<file path="src/rtl/gates_stim_seq_pkg.sv">
// Package: gates_stim_pkg
// Shared definitions for the gates_stim_seq stimulus sequencer:
//   - state_e   : FSM state encodings
//   - NUM_VEC   : number of vectors in one sweep (all 4-bit combinations)
//   - LAST_IDX  : index of the final vector of a sweep
//   - bin2gray4 : 4-bit binary to reflected Gray code conversion
package gates_stim_pkg;

  typedef enum logic [1:0] {
    IDLE = 2'd0,
    RUN  = 2'd1,
    DONE = 2'd2
  } state_e;

  localparam int         NUM_VEC  = 16;
  localparam logic [3:0] LAST_IDX = 4'(NUM_VEC - 1);

  // Reflected Gray code: each bit is the XOR of itself and the next higher bit.
  function automatic logic [3:0] bin2gray4(input logic [3:0] bin);
    return bin ^ {1'b0, bin[3:1]};
  endfunction

endpackage

</file>
<file path="src/rtl/gates_stim_seq_hold_cnt.sv">
// Module: stim_hold_cnt
// Dwell hold counter for the stimulus sequencer.
// Ports:
//   clk, reset_n : clock and synchronous active-low reset
//   clr          : force the counter to zero on the next edge (wins over en)
//   en           : increment the counter on the next edge
//   limit        : terminal value to compare against
//   count_nx     : value the counter will hold after the next edge
//   term         : current count equals limit
module stim_hold_cnt #(
  parameter int DWELL_W = 8
) (
  input  logic               clk,
  input  logic               reset_n,
  input  logic               clr,
  input  logic               en,
  input  logic [DWELL_W-1:0] limit,
  output logic [DWELL_W-1:0] count_nx,
  output logic               term
);

  logic [DWELL_W-1:0] count_r;

  // Next-count selection; exposed so the parent can register a strobe
  // that lines up with the new count.
  always_comb begin
    count_nx = count_r;
    if (clr) begin
      count_nx = {DWELL_W{1'b0}};
    end else if (en) begin
      count_nx = count_r + DWELL_W'(1);
    end else begin
      count_nx = count_r;
    end
  end

  // Terminal flag from the registered count.
  always_comb begin
    term = (count_r == limit);
  end

  // Count register.
  always_ff @(posedge clk) begin
    if (!reset_n) begin
      count_r <= {DWELL_W{1'b0}};
    end else begin
      count_r <= count_nx;
    end
  end

endmodule

</file>
<file path="src/rtl/gates_stim_seq.sv">
// Module: gates_stim_seq
// Clocked sweep of all 16 {a,b,c,d} combinations (binary or Gray order) for
// the gates block, holding each vector dwell+1 cycles.
// Ports:
//   clk, reset_n : clock and synchronous active-low reset
//   start        : begin a sweep (accepted only in IDLE; beats abort there)
//   abort        : cancel a running sweep, no done pulse
//   gray         : 1 = Gray order, 0 = binary; latched at accepted start
//   loop         : sampled at the end of vector 15; 1 restarts at vector 0
//   dwell        : extra hold cycles per vector; latched at accepted start
//   a, b, c, d   : registered stimulus, a is the MSB of the code
//   vec_idx      : index of the vector currently driven
//   busy         : high while sweeping
//   sample       : high on the last hold cycle of each vector
//   done         : one-cycle pulse after a non-looping sweep completes
module gates_stim_seq
  import gates_stim_pkg::*;
#(
  parameter int DWELL_W = 8
) (
  input  logic               clk,
  input  logic               reset_n,
  input  logic               start,
  input  logic               abort,
  input  logic               gray,
  input  logic               loop,
  input  logic [DWELL_W-1:0] dwell,
  output logic               a,
  output logic               b,
  output logic               c,
  output logic               d,
  output logic [3:0]         vec_idx,
  output logic               busy,
  output logic               sample,
  output logic               done
);

  state_e             state_r,   state_nx_s;
  logic [3:0]         idx_r,     idx_nx_s;
  logic [DWELL_W-1:0] dwell_q_r, dwell_nx_s;
  logic               gray_q_r,  gray_nx_s;
  logic               cnt_clr_s, cnt_en_s, term_s;
  logic [DWELL_W-1:0] cnt_nx_s;
  logic               done_nx_s, sample_nx_s;
  logic [3:0]         code_nx_s;

  logic [3:0]         code_r, vec_idx_r;
  logic               busy_r, sample_r, done_r;

  stim_hold_cnt #(.DWELL_W(DWELL_W)) u_hold_cnt (
    .clk      (clk),
    .reset_n  (reset_n),
    .clr      (cnt_clr_s),
    .en       (cnt_en_s),
    .limit    (dwell_q_r),
    .count_nx (cnt_nx_s),
    .term     (term_s)
  );

  // Next-state, index and hold-counter control.
  always_comb begin
    state_nx_s = state_r;
    idx_nx_s   = idx_r;
    dwell_nx_s = dwell_q_r;
    gray_nx_s  = gray_q_r;
    cnt_clr_s  = 1'b0;
    cnt_en_s   = 1'b0;
    done_nx_s  = 1'b0;
    case (state_r)
      IDLE: begin
        idx_nx_s  = 4'd0;
        cnt_clr_s = 1'b1;
        if (start) begin
          dwell_nx_s = dwell;
          gray_nx_s  = gray;
          state_nx_s = RUN;
        end else begin
          state_nx_s = IDLE;
        end
      end
      RUN: begin
        if (abort) begin
          state_nx_s = IDLE;
          idx_nx_s   = 4'd0;
          cnt_clr_s  = 1'b1;
        end else if (!term_s) begin
          cnt_en_s = 1'b1;
        end else if (idx_r != LAST_IDX) begin
          idx_nx_s  = idx_r + 4'd1;
          cnt_clr_s = 1'b1;
        end else if (loop) begin
          idx_nx_s  = 4'd0;
          cnt_clr_s = 1'b1;
        end else begin
          state_nx_s = DONE;
          idx_nx_s   = 4'd0;
          cnt_clr_s  = 1'b1;
          done_nx_s  = 1'b1;
        end
      end
      DONE: begin
        state_nx_s = IDLE;
        idx_nx_s   = 4'd0;
        cnt_clr_s  = 1'b1;
      end
      default: begin
        state_nx_s = IDLE;
        idx_nx_s   = 4'd0;
        cnt_clr_s  = 1'b1;
      end
    endcase
  end

  // Output values for the next cycle, derived from next-state values so the
  // registered outputs line up with the state they describe. Outside RUN the
  // index is forced to 0, and code(0) is 0 in either order.
  always_comb begin
    if (gray_nx_s) begin
      code_nx_s = bin2gray4(idx_nx_s);
    end else begin
      code_nx_s = idx_nx_s;
    end
    sample_nx_s = (state_nx_s == RUN) && (cnt_nx_s == dwell_nx_s);
  end

  // State, latched configuration and registered outputs.
  always_ff @(posedge clk) begin
    if (!reset_n) begin
      state_r   <= IDLE;
      idx_r     <= 4'd0;
      dwell_q_r <= {DWELL_W{1'b0}};
      gray_q_r  <= 1'b0;
      code_r    <= 4'd0;
      vec_idx_r <= 4'd0;
      busy_r    <= 1'b0;
      sample_r  <= 1'b0;
      done_r    <= 1'b0;
    end else begin
      state_r   <= state_nx_s;
      idx_r     <= idx_nx_s;
      dwell_q_r <= dwell_nx_s;
      gray_q_r  <= gray_nx_s;
      code_r    <= code_nx_s;
      vec_idx_r <= idx_nx_s;
      busy_r    <= (state_nx_s == RUN);
      sample_r  <= sample_nx_s;
      done_r    <= done_nx_s;
    end
  end

  assign a       = code_r[3];
  assign b       = code_r[2];
  assign c       = code_r[1];
  assign d       = code_r[0];
  assign vec_idx = vec_idx_r;
  assign busy    = busy_r;
  assign sample  = sample_r;
  assign done    = done_r;

endmodule

</file>
<file path="config.mk">
export PLATFORM = sky130hd
export DESIGN_NAME = gates_stim_seq
export DESIGN_NICKNAME = d
export VERILOG_FILES = /design/src/rtl/gates_stim_seq_pkg.sv /design/src/rtl/gates_stim_seq_hold_cnt.sv /design/src/rtl/gates_stim_seq.sv
export SDC_FILE = /design/constraint.sdc
export NUM_CORES = 1
export LEC_CHECK = 0
export ABC_CLOCK_PERIOD_IN_PS = 2000
export CELL_PAD_IN_SITES_DETAIL_PLACEMENT = 1
export CELL_PAD_IN_SITES_GLOBAL_PLACEMENT = 1
export CORE_UTILIZATION = 36
export CTS_CLUSTER_DIAMETER = 100
export DETAILED_ROUTE_END_ITERATION = 6
export PLACE_DENSITY_LB_ADDON = 0.1
export SLEW_MARGIN = 20
export SYNTH_ARGS = -nofsm -noshare
export SYNTH_HDL_FRONTEND = slang
export SYNTH_SLANG_ARGS = --single-unit
</file>
<file path="constraint.sdc">
create_clock -name clk -period 2 [get_ports clk]
set_input_delay 0.4 -clock clk [delete_from_list [all_inputs] [get_ports clk]]
set_output_delay 0.4 -clock clk [all_outputs]
set_load 0.01 [all_outputs]
</file>
==> impl_metrics.json, run 1 <==
{
  "synth_fa_ha_area_share_pct": 2.51,
  "violations": "setup timing",
  "worstRegToRegCells": 7,
  "crit_type": "flop to flop",
  "cts.reportedPaths.clkPinSlew_ns": 0.07,
  "fin_util_pct": 57.4,
  "clock_path_buffers": 2,
  "startpoint_type": "flop",
  "tightest_slew_ns": 0.437,
  "vias": 1521,
  "synthArstFlopShare_pct": 0,
  "io_pins": 25,
  "layout-area-overhead-vs-synth_pct": 53.4,
  "worst_slack_ns": -0.0577,
  "power_density_nw_per_um2": 620,
  "rows": 23,
  "drc": 0,
  "syn_area_per_cell_um2": 9.08,
  "firstDrtPassIters": 4,
  "dpl.cell_count": 266,
  "synthFlopType": "dfxtp_1",
  "layout-drive-gt1-share_pct": 34.5,
  "netlist_area_um2": 1500,
  "post_drt_wl_per_cell_um": 18.2,
  "htreeDepth": 2,
  "synth_edf_count": 0,
  "fp.dieW_um": 66.5,
  "gp_congestion": 0.882,
  "synth_top_family_by_area": "simple AND/OR/NAND/NOR gates",
  "cp.required_ns": 2.19,
  "cts.sinks": 29,
  "setup_viol": 1,
  "cts_tree": "yes",
  "clkLatencyLatePin_ns": 0.29,
  "skew_ns": 0.00523,
  "die_area_um2": 4420,
  "status": "finished, violations left",
  "die_height_um": 66.5,
  "synth-xor-area-share_pct": 11.8,
  "cp.arrival_ns": 2.25,
  "ys_types": 40,
  "detail-route-antenna-nets": 0,
  "crit_path_max_fanout": 5,
  "overflow": 0,
  "cts_hold_buf": 0,
  "synth-compound-area-share_pct": 10.9,
  "final_cell_mix": "buf_4, nor2_1, clkdlybuf4s50_1",
  "drt-initial-drc-count": 57,
  "finalHoldViolations": 0,
  "grt_pass1_wl_mm": 7.59,
  "fin_nets": 246,
  "min_path_type": "input pin to flop",
  "track_usage_pct": 23.8,
  "io_buffers": 24,
  "postSynthNetCount": 182,
  "max_slew_margin_pct": 70.7,
  "routed_wl_mm": 5.08,
  "cts_buffers": 5,
  "diodes": 0,
  "vias_per_cell": 5.45,
  "finalCriticalPeriod_ns": 2.06,
  "finalMaxSlewViolations": 0,
  "initial_core_util_pct": 37.4,
  "grt_pass1_vias": 1539,
  "cap_viol_max_count": 0,
  "layout_commonest_cell": "buf_4",
  "cts_root_buffer": "clkbuf_8",
  "antenna_found_initial": 0,
  "hold_depth": 3,
  "finalInstanceArea_um2": 2300,
  "synth.yosys.seq_area_share_pct": 38.8,
  "grt_max_degree": 15,
  "cp-end-kind": "flop",
  "p_leak_nw": 0.869,
  "ys_ff_latch": 29,
  "dp_hpwl_mm": 3.39,
  "yosys.area_share.simple_pct": 25.8,
  "synth_cells": 165,
  "period_share_pct": 103,
  "max_freq_mhz": 486,
  "core_area_um2": 4000,
  "dpl-instance-area_um2": 2010,
  "yosysWarningCount": 0,
  "rsz0062_at_grt": "true",
  "synthMuxAreaShare_pct": 7.69,
  "vdd_drop_max_mv": 0.356,
  "final_cells": 279
}
[repair_timing]
| action | CTS | global route |
|---|---|---|
| endpoints found under the setup margin | 1 | 3 |
| pin swaps | 5 | 7 |
| resized for setup | 19 | 19 |
| buffers inserted | 3 | 3 |
| hold endpoints to repair | 0 | 0 |
[power breakdown]
part           internal, mW  total, mW  switching, mW
combinational         0.163      0.305          0.141
clock                 0.273      0.508          0.235
sequential            0.594      0.611         0.0176
total                  1.03       1.42          0.394
[flip-flops by register name (all words and copies together) (netlist names)]
register	count
busy	1
code_r	4
done	1
dwell_q_r	8
gray_q_r	1
sample	1
state_r	2
u_hold_cnt.count_r	8
vec_idx	3
[final timing paths]
| check | slack [ns] | endpoint | start |
|---|---|---|---|
| setup / recovery | -0.06 | sample | dwell_q_r[0] |
| hold / removal | 0.56 | busy | start |
| setup reg to reg | -0.06 | sample | dwell_q_r[0] |
| hold reg to reg | 0.59 | busy | state_r[1] |
[per-layer routing]
| layer | track usage (%) | vias up | routed length, um |
|---|---|---|---|
| li1 | - | 717 | - |
| met1 | 27.0 | 754 | 2060 |
| met4 | 10.4 | 0 | 156 |
| met3 | 5.65 | 16 | 170 |
| met5 | 0 | - | 0 |
| met2 | 42.1 | 34 | 2690 |
[cell type report]
class	instances	area (um^2)
Clock buffer	7	86.3
Inverter	3	11.3
Timing Repair Buffer	61	527
Multi-Input combinational cell	129	1020
Sequential cell	29	594
Tap cell	50	62.6
Fill cell	449	1700
[critical path, cell delays in order (launching register included)]
cell	delay [ns]
dfxtp_1	0.42
xnor2_2	0.11
nand4_1	0.23
buf_4	0.17
o31ai_1	0.10
a211oi_1	0.44
nand2_1	0.17
nor4_2	0.33
[synth_stat cells (3+ instances only)]
cell       n  area, um^2
and2_1     5        31.3
nor4_1     4        25.0
dfxtp_1   29         581
a211oi_1   6        45.0
a21oi_1    7        35.0
mux2i_1    7        70.1
o21ai_0    4        20.0
ha_1       3        37.5
or3_1      3        18.8
nor2_1    25        93.8
nand3_1    7        35.0
xnor2_1   14         123
inv_1      3        11.3
and4_1     3        26.3
nand2_1   12        45.0
[per-stage QoR]
stage | setup slack (ns) | TNS [ns] | power, mW | hold slack, ns
6_report | -0.0577 | -0.0577 | 1.42 | 0.555
2_1_floorplan | 0.0820 | 0 | 0.745 | 0.471
3_3_place_gp | -0.423 | -0.675 | 0.864 | 0.524
3_5_place_dp | -0.629 | -1.01 | 0.872 | 0.553
5_1_grt | -0.226 | -0.264 | 1.48 | 0.588
4_1_cts | 0.00363 | 0 | 1.40 | 0.561
[cells by family (layout without fill, tap and decap cells)]
logic type      Yosys count  count (layout)
xor+xnor                 17              17
flops                    29              29
mux                       9               9
compound gates           26              26
simple gates             74              74
fa+ha+maj                 3               3
buf+inv                   7              71
Note: power is estimated with default switching activity, not from simulation.
==> run 2, diff against run 1 <==
--- a/config.mk
+++ b/config.mk
@@ -16,3 +16,4 @@
 export SYNTH_ARGS = -nofsm -noshare
 export SYNTH_HDL_FRONTEND = slang
 export SYNTH_SLANG_ARGS = --single-unit
+export TNS_END_PERCENT = 1
==> results of run 2 <==
No change in the layout: final DEF, timing and power equal those of run 1.
